==> src/rtl/adder32_rr_scheduler.sv <==
// Round-robin arbiter sharing one 32-bit adder among NREQ clients; result appears 2 cycles after accept, 3+ cycles per op.
// Backpressure: rsp_* held while rsp_ready=0, and no new request is accepted until the response is taken.

module adder32 (
    input  logic [31:0] a_i,
    input  logic [31:0] b_i,
    input  logic        cin_i,
    output logic [31:0] sum_o,
    output logic        cout_o
);
    assign {cout_o, sum_o} = {1'b0, a_i} + {1'b0, b_i} + {32'd0, cin_i};
endmodule

module adder32_rr_scheduler #(
    parameter int NREQ = 4,
    parameter int IDW  = $clog2(NREQ)
) (
    input  logic                 clk,
    input  logic                 rst_n,
    input  logic [NREQ-1:0]      req_valid,
    output logic [NREQ-1:0]      req_ready,
    input  logic [NREQ*32-1:0]   req_a,
    input  logic [NREQ*32-1:0]   req_b,
    input  logic [NREQ-1:0]      req_cin,
    output logic                 rsp_valid,
    input  logic                 rsp_ready,
    output logic [IDW-1:0]       rsp_id,
    output logic [31:0]          rsp_sum,
    output logic                 rsp_cout,
    output logic                 busy
);

    typedef enum logic [1:0] {
        IDLE = 2'd0,
        EXEC = 2'd1,
        RESP = 2'd2
    } state_t;

    state_t state_q, state_d;

    logic [IDW-1:0] rr_ptr_q, rr_ptr_d;
    logic [31:0]    op_a_q, op_a_d;
    logic [31:0]    op_b_q, op_b_d;
    logic           op_cin_q, op_cin_d;
    logic [IDW-1:0] op_id_q, op_id_d;

    logic           rsp_valid_q, rsp_valid_d;
    logic [IDW-1:0] rsp_id_q, rsp_id_d;
    logic [31:0]    rsp_sum_q, rsp_sum_d;
    logic           rsp_cout_q, rsp_cout_d;

    logic           grant_found;
    logic [IDW-1:0] grant_idx;
    logic [IDW:0]   scan_idx;
    logic           req_hs;
    logic           rsp_hs;
    logic [31:0]    add_sum;
    logic           add_cout;

    // Rotating priority: scan from rr_ptr upward, wrapping at NREQ.
    always_comb begin
        grant_found = 1'b0;
        grant_idx   = '0;
        scan_idx    = '0;
        for (int k = 0; k < NREQ; k++) begin
            scan_idx = {1'b0, rr_ptr_q} + (IDW+1)'(k);
            if (scan_idx >= (IDW+1)'(NREQ)) begin
                scan_idx = scan_idx - (IDW+1)'(NREQ);
            end
            if (!grant_found && req_valid[scan_idx[IDW-1:0]]) begin
                grant_found = 1'b1;
                grant_idx   = scan_idx[IDW-1:0];
            end
        end
    end

    adder32 u_adder (
        .a_i    (op_a_q),
        .b_i    (op_b_q),
        .cin_i  (op_cin_q),
        .sum_o  (add_sum),
        .cout_o (add_cout)
    );

    always_ff @(posedge clk) begin
        if (!rst_n) begin
            state_q <= IDLE;
        end else begin
            state_q <= state_d;
        end
    end

    always_comb begin
        state_d = state_q;
        case (state_q)
            IDLE:    if (grant_found)            state_d = EXEC;
            EXEC:                                state_d = RESP;
            RESP:    if (rsp_valid_q && rsp_ready) state_d = IDLE;
            default:                             state_d = IDLE;
        endcase
    end

    always_comb begin
        req_ready = '0;
        busy      = (state_q != IDLE);
        req_hs    = 1'b0;
        rsp_hs    = 1'b0;
        if (rst_n && state_q == IDLE && grant_found) begin
            req_ready = NREQ'(1) << grant_idx;
            req_hs    = 1'b1;
        end
        if (state_q == RESP && rsp_valid_q && rsp_ready) begin
            rsp_hs = 1'b1;
        end
    end

    always_comb begin
        rr_ptr_d    = rr_ptr_q;
        op_a_d      = op_a_q;
        op_b_d      = op_b_q;
        op_cin_d    = op_cin_q;
        op_id_d     = op_id_q;
        rsp_valid_d = rsp_valid_q;
        rsp_id_d    = rsp_id_q;
        rsp_sum_d   = rsp_sum_q;
        rsp_cout_d  = rsp_cout_q;
        if (req_hs) begin
            op_a_d   = req_a[32*grant_idx +: 32];
            op_b_d   = req_b[32*grant_idx +: 32];
            op_cin_d = req_cin[grant_idx];
            op_id_d  = grant_idx;
            rr_ptr_d = (grant_idx == IDW'(NREQ-1)) ? '0 : grant_idx + IDW'(1);
        end
        if (state_q == EXEC) begin
            rsp_valid_d = 1'b1;
            rsp_id_d    = op_id_q;
            rsp_sum_d   = add_sum;
            rsp_cout_d  = add_cout;
        end
        // Payload fields keep their last value after the response is taken.
        if (rsp_hs) begin
            rsp_valid_d = 1'b0;
        end
    end

    always_ff @(posedge clk) begin
        if (!rst_n) begin
            rr_ptr_q    <= '0;
            op_a_q      <= '0;
            op_b_q      <= '0;
            op_cin_q    <= 1'b0;
            op_id_q     <= '0;
            rsp_valid_q <= 1'b0;
            rsp_id_q    <= '0;
            rsp_sum_q   <= '0;
            rsp_cout_q  <= 1'b0;
        end else begin
            rr_ptr_q    <= rr_ptr_d;
            op_a_q      <= op_a_d;
            op_b_q      <= op_b_d;
            op_cin_q    <= op_cin_d;
            op_id_q     <= op_id_d;
            rsp_valid_q <= rsp_valid_d;
            rsp_id_q    <= rsp_id_d;
            rsp_sum_q   <= rsp_sum_d;
            rsp_cout_q  <= rsp_cout_d;
        end
    end

    assign rsp_valid = rsp_valid_q;
    assign rsp_id    = rsp_id_q;
    assign rsp_sum   = rsp_sum_q;
    assign rsp_cout  = rsp_cout_q;

endmodule

==> config.mk <==
export PLATFORM = sky130hd
export DESIGN_NAME = adder32_rr_scheduler
export DESIGN_NICKNAME = d
export VERILOG_FILES = /design/src/rtl/adder32_rr_scheduler.sv
export SDC_FILE = /design/constraint.sdc
export NUM_CORES = 1
export LEC_CHECK = 0
export BUFFER_PORTS_ARGS = -buffer_cell sky130_fd_sc_hd__buf_2
export CAP_MARGIN = 20
export CELL_PAD_IN_SITES_DETAIL_PLACEMENT = 1
export CELL_PAD_IN_SITES_GLOBAL_PLACEMENT = 1
export CORE_MARGIN = 1
export CORE_UTILIZATION = 34
export CTS_BUF_LIST = sky130_fd_sc_hd__clkbuf_8
export DETAILED_ROUTE_END_ITERATION = 10
export PLACE_DENSITY = 0.92
export SLEW_MARGIN = 20
export SYNTH_ARGS = -nofsm -noshare
export SYNTH_HDL_FRONTEND = slang
export SYNTH_SLANG_ARGS = --single-unit
==> constraint.sdc <==
create_clock -name clk -period 3.9 [get_ports clk]
set_input_delay 0.78 -clock clk [delete_from_list [all_inputs] [get_ports clk]]
set_output_delay 0.78 -clock clk [all_outputs]
set_load 0.05 [all_outputs]
Word level (Yosys, flattened, before mapping) --
Cells that the tools add are included.
Storage, ports and cells: register bits after elaboration 107, input bits 267, word-level logic and storage cells 82
Operators by class: add/subtract/negate cells 10, $lt $le $gt $ge 9, eq/ne operators 5, shifts and indexed selects 3, multiplexer cells 29, bitwise logic cells 1, reductions and logical operators 15
Operators by type and width (count):
- 128-bit by 8-bit variable part select with 32-bit output | 2
- 32-bit by 32-bit adder with 33-bit output | 1
- 33-bit by 1-bit adder with 33-bit output | 1
- 2-bit 2-to-1 mux | 11
- 2-bit by 3-bit < comparator with 1-bit output (second input constant) | 5
- 1-bit 2-to-1 mux | 11
- 1-bit binary-select mux with 2-bit select | 5
- 3-bit greater-or-equal comparator (second input constant) | 3
- 1-bit logical AND | 8
- 2-bit by 1-bit subtractor with 2-bit output (second input constant) | 4
- 2-bit by 2-bit adder with 3-bit output (second input constant) | 2
- 2-bit case mux with 3 select lines | 1
- 2-bit == test (second input constant) | 2
- 4-bit 2-to-1 mux | 1
- 2-bit != test (second input constant) | 2
- 1-bit by 2-bit left shift with 4-bit output (first input constant) | 1
- 2-bit by 1-bit adder with 3-bit output (second input constant) | 1
- 2-bit by 3-bit greater-or-equal comparator with 1-bit output (second input constant) | 1
- 1-bit logical NOT | 3
- 2-bit by 1-bit adder with 2-bit output (second input constant) | 1
- 2-bit by 1-bit == test with 1-bit output (second input constant) | 1
- 2-bit logical NOT | 1
- 2-bit AND reduction | 1
- 2-bit nonzero test | 1
- other kinds (2) | 2

Depth between registers and ports, before layout --
word-level depth 16, mapped depth 12, depth with buffers taken out 9

Hierarchy --
From an unflattened synthesis, not the netlist that was laid out.
Unflattened totals: cell total of the unflattened synthesis 807, area, all modules 7054.3 µm²
By module, submodules not included:
- adder32_rr_scheduler | times used 1, cells each 562, area each 5315.1 µm², seq. area each 2142.1 µm²
- adder32 | times used 1, cells each 245, area each 1739.2 µm², seq. area each 0.0 µm²

Worst setup path after synthesis --
No wires, ideal clock.
path type input -> output, start point input req_valid[1], end point output req_ready[3], arrival 2.484 ns, data required time 3.120 ns, path slack 0.636 ns, cell stages on the path 10, buffers on the path 3, path through inv_1 -> nand2_1 -> a21oi_1 -> o22ai_1 -> buf_2 -> clkinv_1 -> clkbuf_1 -> buf_2 -> ha_1 -> and3_1
On the way: word-level cells in the longest chain between the ends 14, elaborated cells on any way between the ends 25
RTL lines:
- from (decl) | RTL line 20 | input logic [NREQ-1:0] req_valid,
- 1-bit binary-select mux with 2-bit select | RTL line 70 | if (!grant_found && req_valid[scan_idx[IDW-1:0]]) begin
- 1-bit 2-to-1 mux (not written as such) | RTL line 70
- 1-bit 2-to-1 mux | RTL line 70
- 1-bit logical NOT | RTL line 70
- 1-bit logical AND | RTL line 70
- 1-bit 2-to-1 mux | RTL line 70
- 1-bit logical NOT | RTL line 70
- 1-bit logical AND | RTL line 70
- 1-bit 2-to-1 mux | RTL line 70
- 1-bit logical NOT | RTL line 70
- 1-bit logical AND | RTL line 70
- 2-bit 2-to-1 mux * | RTL line 70
- named net grant_idx[1] | RTL line 53 | logic [IDW-1:0] grant_idx;
- 1-bit by 2-bit left shift with 4-bit output * | RTL line 109 | req_ready = NREQ'(1) << grant_idx;
- 4-bit 2-to-1 mux * | RTL line 108 | if (rst_n && state_q == IDLE && grant_found) begin
- to (decl) | RTL line 21 | output logic [NREQ-1:0] req_ready,
Mark *: on every way through the listed nets, which the timed path passes. The rest lies on a longest branch. The select of a mux whose other input is x is not followed.

Worst setup path after layout --
start point register op_cin_q, end point register rsp_sum_q[26] (netlist: rsp_sum[26])
On the way: word-level cells in the longest chain between the ends 1
RTL lines:
- from (decl) | RTL line 44 | logic op_cin_q, op_cin_d;
- from (signal assigned) | RTL line 161 | op_cin_q <= op_cin_d;
- 33-bit by 1-bit adder with 33-bit output | RTL line 11 | assign {cout_o, sum_o} = {1'b0, a_i} + {1'b0, b_i} + {32'd0, cin_i};
- to (signal assigned) | RTL line 165 | rsp_sum_q <= rsp_sum_d;
- to (decl) | RTL line 49 | logic [31:0] rsp_sum_q, rsp_sum_d;
Every way passes these cells. A chain may end at the register's enable or synchronous reset.

==> metrics.md <==
| Metric | Value |
|---|---|
| CP Buf/Inv Count | `1` |
| Die Area | `21,400 um^2` |
| Worst EP arrival | `3440 ps` |
| Worst-path fanout max | `4` |
| GR Util met3 | `4.06%` |
| Yosys top cell by area | `dfxtp_1` |
| # diodes | `0` |
| Gr usage total | `26.1%` |
| Resized Gates After CTS | `0` |
| Final setup violation count | `0` |
| Reg clk slew, reported paths | `120 ps` |
| Pre-Repair DR Iteration Count | `5` |
| Pwr dens | `406 nW/um^2` |
| CTS H-tree depth | `3` |
| Antenna Nets Post-Route | `0` |
| First-pass GRT wire length | `44.6 mm` |
| Total chip power | `0.00365 W` |
| Critical path required time | `4190 ps` |
| Post-DR wirelength/cell | `17.9 um` |
| Worst VDD drop | `0.000156 V` |
| Headroom to the max-slew limit | `39.9%` |
| Ys Warns | `0` |
| Final min period | `3150 ps` |
| Worst path max stage delay | `450 ps` |
| Top_reg_cell synth | `dfxtp_1` |
| Initial antenna violation count | `0` |
| Core ar. | `20,300 um^2` |
| Met2 usage | `43.4%` |
| Die height | `146 um` |
| Final wirelength | `27.7 mm` |
| Setup tns final | `0 ps` |
| Dpl cells | `1,527` |
| Vias in the first global route | `8,702` |
| # port buffers | `307` |
| Sink Count | `107` |
| Mapped cell area | `7080 um^2` |
| Gate Count Post-Synth | `1,004` |
| Routability Congestion | `0.902` |
| Most common cell in the netlist | `nand2_1` |
| TritonCTS Buffers | `9` |
| Synth Register Bits | `107` |
| Clock root buffer | `clkbuf_8` |
| Nets@finish | `1,572` |
| Commonest cells in the netlist | `319 x nand2_1, 165 x a21oi_1, 107 x dfxtp_1` |
| Post-Syn Area per Cell | `7.06 um^2` |
| Remaining DRCs | `0` |
| Status | `complete, no violations` |
| CP delay by family, top | `compound AO/OA/AOI/OAI gates` |
| Dpl hpwl | `21.6 mm` |
| Max-slew violations | `0` |
| Max frequency | `318 MHz` |
| Tightest Pin Transition | `900 ps` |
| Post-CTS Setup Inserts | `0` |
| Element type at the critical path start | `flop` |
| Aggregate global routing overflow | `0` |
| Filler cell count | `2,689` |
| Clock Skew | `20.3 ps` |
| Share of the synthesized area in the top cell type | `30.2%` |
| Pin count of the biggest net entering global routing | `126` |
| Vias | `8,264` |
| Max Buffers Root-to-Sink | `2` |
| Clk Latency, worst-skew pair | `400 ps` |
| Top Usage Layer GRT | `met2` |
| Post-layout util | `44.3%` |
| Row count | `52` |
| CTS tree | `yes` |
| Area growth syn-to-layout | `27.0%` |
| Maximum capacitance violations | `0` |
| Vias per cell | `5.36` |
| Ys async rst share | `0%` |
| Cts hold-fix bufs | `0` |
| Most used cell, CP | `fa_1` |
| Register area share after synthesis | `30.2%` |
| Crit path cell chain | `fa_1 > fa_1 > a211oi_1 > o211ai_1 > a221oi_1 > buf_4 > a21oi_1 > a31oi_1 > xor2_1 > o21ai_0` |
| EDFF count, synth | `0` |
| Final hold slack | `463 ps` |
| Cell variety after synth | `59` |
| Period utilization | `80.7%` |
| Syn_nets | `1,308` |
| Count of final hold-check violations | `0` |
| IO Pins | `308` |
| Worst Path Class, Setup | `flop to flop` |
| RSZ-0062 raised after global routing | `no` |
| Layout cell share with drive strength beyond 1 | `27.3%` |
| GR Util met1 | `33.7%` |
| Worst path slowest cell | `fa_1` |
| Synth area leaders | `dfxtp_1 30%, nand2_1 17%, a21oi_1 12%` |
| Lkg Pwr | `4.65 nW` |
| Kind of end point of the critical path | `flop` |
| Fin cells | `1,543` |
| Chip width | `146 um` |
| Starting Density | `34.9%` |
| Worst Hold Class | `flop to flop` |
| Drt first-iter violations | `437` |
-- through the flow --
stage          area (um^2)  worst slack, ps
2_1_floorplan         7080              636
3_3_place_gp          8820              842
3_5_place_dp          8820              732
4_1_cts               8990              801
5_1_grt               8990              639
6_report              8990              753
-- worst reg2reg max path: stages, from the launching register on --
cell and delay, ps:
dfxtp_1 400, fa_1 440, fa_1 450, a211oi_1 370, o211ai_1 230, a221oi_1 320, buf_4 200, a21oi_1 170
a31oi_1 240, xor2_1 150, o21ai_0 80
-- state kept, by name, summed over array words and instances, names as in the netlist --
signal     count
rsp_valid      1
state_q        2
rsp_cout       1
rsp_id         2
op_b_q        32
op_cin_q       1
rr_ptr_q       2
op_a_q        32
rsp_sum       32
op_id_q        2
-- power breakdown --
group | internal [W] | switching [W]
clock network | 0.000237 | 0.000434
registers | 0.00127 | 0.000130
logic | 0.000557 | 0.00103
total | 0.00206 | 0.00159
-- cell families (layout without fill, tap and decap cells) --
logic type	count (synthesis)	after routing	synth area share, %
AO/OA/AOI/OAI	340	340	30.4
XOR/XNOR	20	20	2.47
adder cells (fa/ha/maj)	37	37	6.75
buffers and inverters	77	346	4.77
flip-flops	107	107	30.2
multiplexers	6	6	0.848
AND/OR/NAND/NOR	417	417	24.6
-- layout make-up --
class / count / area, um^2 / area share (%)
multi-input combinational: 820 / 4630 / 51.5
clock inverter: 7 / 52.6 / 0.584
clock buffer: 9 / 124 / 1.38
tap: 270 / 338 / 3.76
timing repair buffer: 319 / 1660 / 18.5
sequential: 107 / 2140 / 23.8
inverter: 11 / 43.8 / 0.487
-- routing by layer --
| layer | wire length, um | share of wire (%) | vias to the layer above |
|---|---|---|---|
| li1 | - | - | 4053 |
| met1 | 12500 | 45 | 3881 |
| met2 | 12900 | 47 | 289 |
| met3 | 1560 | 5.6 | 41 |
| met4 | 730 | 2.6 | 0 |
| met5 | 0 | 0 | - |
-- worst paths after layout --
path	start	end	slack (ps)	depth (start not counted)
max	op_cin_q	rsp_sum[26]	750	10
min	op_id_q[0]	op_id_q[0]	460	2
max reg2reg	op_cin_q	rsp_sum[26]	750	10
min reg2reg	op_id_q[0]	op_id_q[0]	460	2
-- cell usage in the layout, fill, tap and decap left out, types with 10 or more instances in the layout --
cell	Yosys	layout
and2_1	13	13
nand3_1	16	16
nor2_1	27	27
inv_1	10	11
nand4_1	10	10
buf_2	11	307
ha_1	35	35
o21ai_0	42	42
a211o_1	64	64
dfxtp_1	107	107
nand2_1	319	317
xor2_1	11	11
a21oi_1	165	165
No activity file was read; power rests on OpenSTA's default activity.
